### src/rtl/fifo.sv
// Retry FIFO: 16-bit entries freed only by ack, with a nak/rep-triggered replay of all outstanding entries.
// Optional macro FIFO_TIMEOUT_REPLAY_EN makes tim_out an additional replay trigger.
module fifo #(
    parameter int  DEPTH = 16,
    localparam int AW    = $clog2(DEPTH)
) (
    input  logic          clk,
    input  logic          rst,
    input  logic [15:0]   data_in,
    input  logic [1:0]    rd,
    input  logic          wr,
    input  logic          en,
    input  logic          tim_out,
    input  logic          rep,
    output logic [15:0]   data_out,
    output logic          empty,
    output logic          full,
    output logic [11:0]   seq,
    output logic          rdy,
    output logic [11:0]   num_packets_to_replay,
    output logic [AW-1:0] replay_index
);

    typedef enum logic {
        IDLE   = 1'b0,
        REPLAY = 1'b1
    } state_t;

    localparam logic [AW:0]   FULL_CNT = (AW+1)'(DEPTH);
    localparam logic [AW:0]   CNT_ONE  = (AW+1)'(1);
    localparam logic [AW-1:0] PTR_ONE  = AW'(1);

    logic [15:0] mem [DEPTH];

    state_t        state_q, state_d;
    logic [AW-1:0] wptr_q, wptr_d;
    logic [AW-1:0] rptr_q, rptr_d;
    logic [AW:0]   occ_q, occ_d;
    logic [11:0]   seq_q, seq_d;
    logic [11:0]   npr_q, npr_d;
    logic [AW-1:0] ridx_q, ridx_d;
    logic [15:0]   data_out_q, data_out_d;
    logic          rdy_q, rdy_d;

    logic          tout;
    logic          wr_acc;
    logic          trigger;
    logic          ack;

`ifdef FIFO_TIMEOUT_REPLAY_EN
    assign tout = tim_out;
`else
    logic unused_tim_out;
    assign unused_tim_out = tim_out;
    assign tout           = 1'b0;
`endif

    assign empty = (occ_q == '0);
    assign full  = (occ_q == FULL_CNT);

    // A trigger wins over an ack in the same cycle; both only act from IDLE with data held.
    assign wr_acc  = en && wr && !full;
    assign trigger = en && (state_q == IDLE) && !empty && ((rd == 2'b10) || rep || tout);
    assign ack     = en && (state_q == IDLE) && !empty && (rd == 2'b01) && !trigger;

    always_comb begin
        state_d    = state_q;
        wptr_d     = wptr_q;
        rptr_d     = rptr_q;
        occ_d      = occ_q;
        seq_d      = seq_q;
        npr_d      = npr_q;
        ridx_d     = ridx_q;
        data_out_d = data_out_q;
        rdy_d      = en ? 1'b0 : rdy_q;

        if (wr_acc) begin
            wptr_d = wptr_q + PTR_ONE;
            seq_d  = seq_q + 12'd1;
        end

        case ({wr_acc, ack})
            2'b10:   occ_d = occ_q + CNT_ONE;
            2'b01:   occ_d = occ_q - CNT_ONE;
            default: occ_d = occ_q;
        endcase

        case (state_q)
            IDLE: begin
                if (trigger) begin
                    state_d = REPLAY;
                    npr_d   = 12'(occ_q);
                    ridx_d  = rptr_q;
                end else if (ack) begin
                    data_out_d = mem[rptr_q];
                    rdy_d      = 1'b1;
                    rptr_d     = rptr_q + PTR_ONE;
                end
            end
            REPLAY: begin
                if (en) begin
                    data_out_d = mem[ridx_q];
                    rdy_d      = 1'b1;
                    ridx_d     = ridx_q + PTR_ONE;
                    npr_d      = (npr_q == 12'd0) ? 12'd0 : npr_q - 12'd1;
                    if (npr_q <= 12'd1) begin
                        state_d = IDLE;
                    end
                end
            end
            default: state_d = IDLE;
        endcase
    end

    always_ff @(posedge clk or negedge rst) begin
        if (!rst) begin
            state_q    <= IDLE;
            wptr_q     <= '0;
            rptr_q     <= '0;
            occ_q      <= '0;
            seq_q      <= '0;
            npr_q      <= '0;
            ridx_q     <= '0;
            data_out_q <= '0;
            rdy_q      <= 1'b0;
        end else begin
            state_q    <= state_d;
            wptr_q     <= wptr_d;
            rptr_q     <= rptr_d;
            occ_q      <= occ_d;
            seq_q      <= seq_d;
            npr_q      <= npr_d;
            ridx_q     <= ridx_d;
            data_out_q <= data_out_d;
            rdy_q      <= rdy_d;
        end
    end

    // Storage is deliberately left out of reset.
    always_ff @(posedge clk) begin
        if (wr_acc) begin
            mem[wptr_q] <= data_in;
        end
    end

    assign data_out              = data_out_q;
    assign rdy                   = rdy_q;
    assign seq                   = seq_q;
    assign num_packets_to_replay = npr_q;
    assign replay_index          = ridx_q;

endmodule

### config.mk
export PLATFORM = sky130hd
export DESIGN_NAME = fifo
export DESIGN_NICKNAME = d
export VERILOG_FILES = /design/src/rtl/fifo.sv
export SDC_FILE = /design/constraint.sdc
export NUM_CORES = 1
export LEC_CHECK = 0
export CORE_ASPECT_RATIO = 1.75
export CORE_MARGIN = 1.5
export CORE_UTILIZATION = 63
export CTS_BUF_LIST = sky130_fd_sc_hd__clkbuf_4
export CTS_CLUSTER_DIAMETER = 60
export DETAILED_ROUTE_END_ITERATION = 8
export GPL_TIMING_DRIVEN = 0
export PLACE_DENSITY = 0.83
export SYNTH_ARGS = -nofsm -noshare
export SYNTH_HDL_FRONTEND = slang
export SYNTH_SLANG_ARGS = --single-unit
### constraint.sdc
create_clock -name clk -period 3.9 [get_ports clk]
set_input_delay 0.78 -clock clk [delete_from_list [all_inputs] [get_ports clk]]
set_output_delay 0.78 -clock clk [all_outputs]
set_load 0.01 [all_outputs]
==> impl_metrics.tcl <==
set metrics [dict create \
    timing.final.setup_violations 0 \
    dp_worst_setup_slack_ns -0.670 \
    totalNegativeSetupSlack_ns 0 \
    post_synth_xor_area_fraction 0.0134 \
    final_critical_path_setup_slack_ns 0.397 \
    timing.hold.worst.class "primary input to async pin" \
    io_buffers 69 \
    grt_first_pass_wirelength_mm 61.6 \
    clock_skew_ns 0.0220 \
    clock_sink_count 315 \
    simple_gate_share_of_the_synthesized_area 0.0521 \
    grt_overflow_total 0 \
    synth-compound-area-share 0.0925 \
    post-synth-top-area-fraction 0.513 \
    yosys.cell_types.count 61 \
    syn-instance-count 986 \
    ctsLongestPathBuffers 3 \
    timing.final.crit_share 0.898 \
    postSynthAreaPerCell_um2 15.2 \
    status "finished clean" \
    cts-buffers-inserted 71 \
    grt_usage 0.347 \
    yosysTopAreaCell "edfxtp_1" \
    grt_pass1_vias 10600 \
    ant_nets 0 \
    num_io_pins 71 \
    power.leakage_nw 5.83 \
    synth.most_common_cell "edfxtp_1" \
    final_layout_size_suffix_gt1_frac 0.215 \
    timing.fmax_mhz 285 \
    tritoncts "built" \
    largest_net_degree_at_the_start_of_global_routing 60 \
    finish.net_count 1184 \
    synthesis.nets 1024 \
    worst_setup_path_start_kind "primary input" \
    wirelength_mm 42.3 \
    yosys_warning_total 0 \
    crit_type "primary input to register" \
    detail_route.wl_per_cell_um 28.0 \
    grt_setup_unrepaired "false" \
    drcViolationCount 0 \
    yosys_register_bits 315 \
    worstSetupEndpointType "register" \
    die-height_um 207 \
    standard_cell_row_count 74 \
    placed_instances 1377 \
    number_of_synthesized_flops_with_an_enable_pin 256 \
    num_vias 10400 \
    dp.final_hpwl_mm 28.7 \
    timing.max_cap.violations 0 \
    synth_top_family_by_area "multiplexers" \
    vdd_drop_max_mv 0.409 \
    finalHoldViolations 0 \
    dr.first_iter.drc_count 1457 \
    post_synth_fa_ha_maj_area_fraction 0.0117 \
    die-area_um2 24700 \
    worst_case_register_to_register_setup_slack_ns 0.46 \
    ys_top_cells_by_count "256 x edfxtp_1, 171 x mux2i_1, 65 x a22oi_1, 59 x dfrtp_1, 48 x mux4_2" \
    clk_transition_reported_paths_ns 0.08 \
    synth.yosys.seq_area_share 0.612 \
    htree_levels 3 \
    filler_cell_count 1462 \
    floorplan.initialDensity 0.642 \
    worst_ep_required_time_ns 4.55 \
    final_util 0.739 \
    worst_path_arrival_time_ns 4.15 \
    worst-path-max-fanout 10 \
    drtPass1Iterations 6 \
    cts_setup_buffers 0 \
    layout-area-overhead-vs-synth_pct 15.2 \
    floorplan.die.width_um 120 \
    cts_hold_repair.buffers 0 \
    placeableCoreArea_um2 23300 \
    globalplace.congestion 0.937 \
    clockRootBuffer "clkbuf_4" \
    viasPerCell 6.90 \
    tightestPinTransition_ns 1.27 \
    period_needed_ns 3.50 \
    power_density_nw_per_um2 565 \
    cts_repair_resize_count 0 \
    layout.cells.non_filler 1510 \
    clk-insertion-delay-late_ns 0.73 \
    antenna_found_initial 2 \
    synth.cell_area_um2 15000 \
    yosys-top-cells-area "edfxtp_1 51%, mux2i_1 11%, dfrtp_1 9.9%, mux4_2 7.2%, a22oi_1 3.3%" \
    asyncSetResetFlopFracSynth 0.187 \
    maxSlewViolCount 0 \
    maxSlewHeadroom 0.155 \
    synthMuxAreaShare 0.193 \
    postSynth.topFlopCell "edfxtp_1" \
]
layer usage:
| layer | share of wire | wire, µm | GRT usage | up-vias |
|---|---|---|---|---|
| li1 | - | - | - | 4349 |
| met1 | 0.32 | 13600 | 0.384 | 5095 |
| met2 | 0.51 | 21600 | 0.603 | 752 |
| met3 | 0.093 | 3950 | 0.0679 | 220 |
| met4 | 0.074 | 3140 | 0.240 | 0 |
| met5 | 0 | 0 | 0 | - |
cell families after synthesis:
kind of cell,after synthesis
and+or+nand+nor,141
adders and majority gates,14
AOI/OAI and AO/OA,180
buffers and inverters,85
muxes,228
DFF,315
xor gates and xnor gates,23
critical path: stages:
cell and delay [ns]:
clkdlybuf4s50_1 0.67, nand2_1 0.14, a21oi_2 0.53, buf_2 0.37
inv_1 0.14, ha_1 0.24, clkbuf_1 0.19, xor2_1 0.18
ha_1 0.22, nor2b_1 0.13, o21ai_0 0.17, a31oi_1 0.10
nor2_1 0.13, xnor2_1 0.13
sequential cells by signal, indices dropped and copies added, names as in the netlist:
| register | flops |
|---|---|
| mem | 256 |
| seq | 12 |
| replay_index | 4 |
| rptr_q | 4 |
| state_q | 1 |
| data_out | 16 |
| wptr_q | 4 |
| occ_q | 5 |
| rdy | 1 |
| num_packets_to_replay | 12 |
report_power, final:
| group | total [W] | internal (W) | switching (W) |
|---|---|---|---|
| logic | 0.00295 | 0.00130 | 0.00165 |
| clock network | 0.00252 | 0.00122 | 0.00130 |
| registers | 0.00427 | 0.00399 | 0.000276 |
| total | 0.00974 | 0.00651 | 0.00323 |
cell type report:
cell class              instances  area [µm²]  share of cell area
flip-flops and latches        315        9160               0.531
clock buffers                 102         766              0.0444
plain buffers                  73         334              0.0194
clock inverters                29         119             0.00689
multi-input cells             586        5490               0.318
well taps                     304         380              0.0220
repair buffers                 87         948              0.0550
diodes                          2        5.00            0.000290
inverters                      12        45.0             0.00261
stage by stage:
step | instance area [µm²] | total power (W) | hold slack, ns
floorplan | 15000 | 0.00603 | 0.484
global placement | 16100 | 0.00710 | 0.459
detailed placement | 16400 | 0.00723 | 0.462
CTS | 17200 | 0.00972 | 0.177
global route | 17300 | 0.0101 | 0.214
finish | 17300 | 0.00974 | 0.180
placed cells by master, fill, tap and decap left out, types with 8 or more instances in the layout:
| master | netlist | routed |
|---|---|---|
| buf_2 | 39 | 39 |
| nand2_1 | 40 | 40 |
| xnor2_1 | 16 | 16 |
| buf_1 | 8 | 8 |
| clkdlybuf4s50_1 | 0 | 68 |
| clkbuf_1 | 24 | 24 |
| nand4_1 | 22 | 22 |
| o211ai_1 | 21 | 21 |
| clkinv_1 | 0 | 18 |
| nor2_1 | 25 | 13 |
| ha_1 | 14 | 14 |
| clkinv_2 | 0 | 8 |
| mux2i_1 | 171 | 171 |
| a31oi_1 | 11 | 11 |
| o21ai_0 | 12 | 12 |
| inv_1 | 11 | 11 |
| a221oi_1 | 14 | 14 |
| a21oi_1 | 9 | 8 |
| buf_8 | 0 | 11 |
| o211a_1 | 10 | 10 |
| a22oi_1 | 65 | 65 |
| nand2b_1 | 11 | 11 |
| mux4_2 | 48 | 48 |
| dfrtp_1 | 59 | 59 |
| clkbuf_4 | 0 | 102 |
| edfxtp_1 | 256 | 256 |
| nor2_2 | 0 | 12 |
| mux2_2 | 9 | 9 |
path summary, 6_finish.rpt:
path                       depth (start not counted)            to     start
max in group asynchronous                          1   data_out[0]       rst
min in group clk                                   1       seq[11]   seq[11]
setup reg to reg                                  14      occ_q[4]  occ_q[2]
hold reg to reg                                    1       seq[11]   seq[11]
setup / recovery                                  14      occ_q[4]        en
hold / removal                                     1  data_out[12]       rst
(Power assumes the default switching activity.)
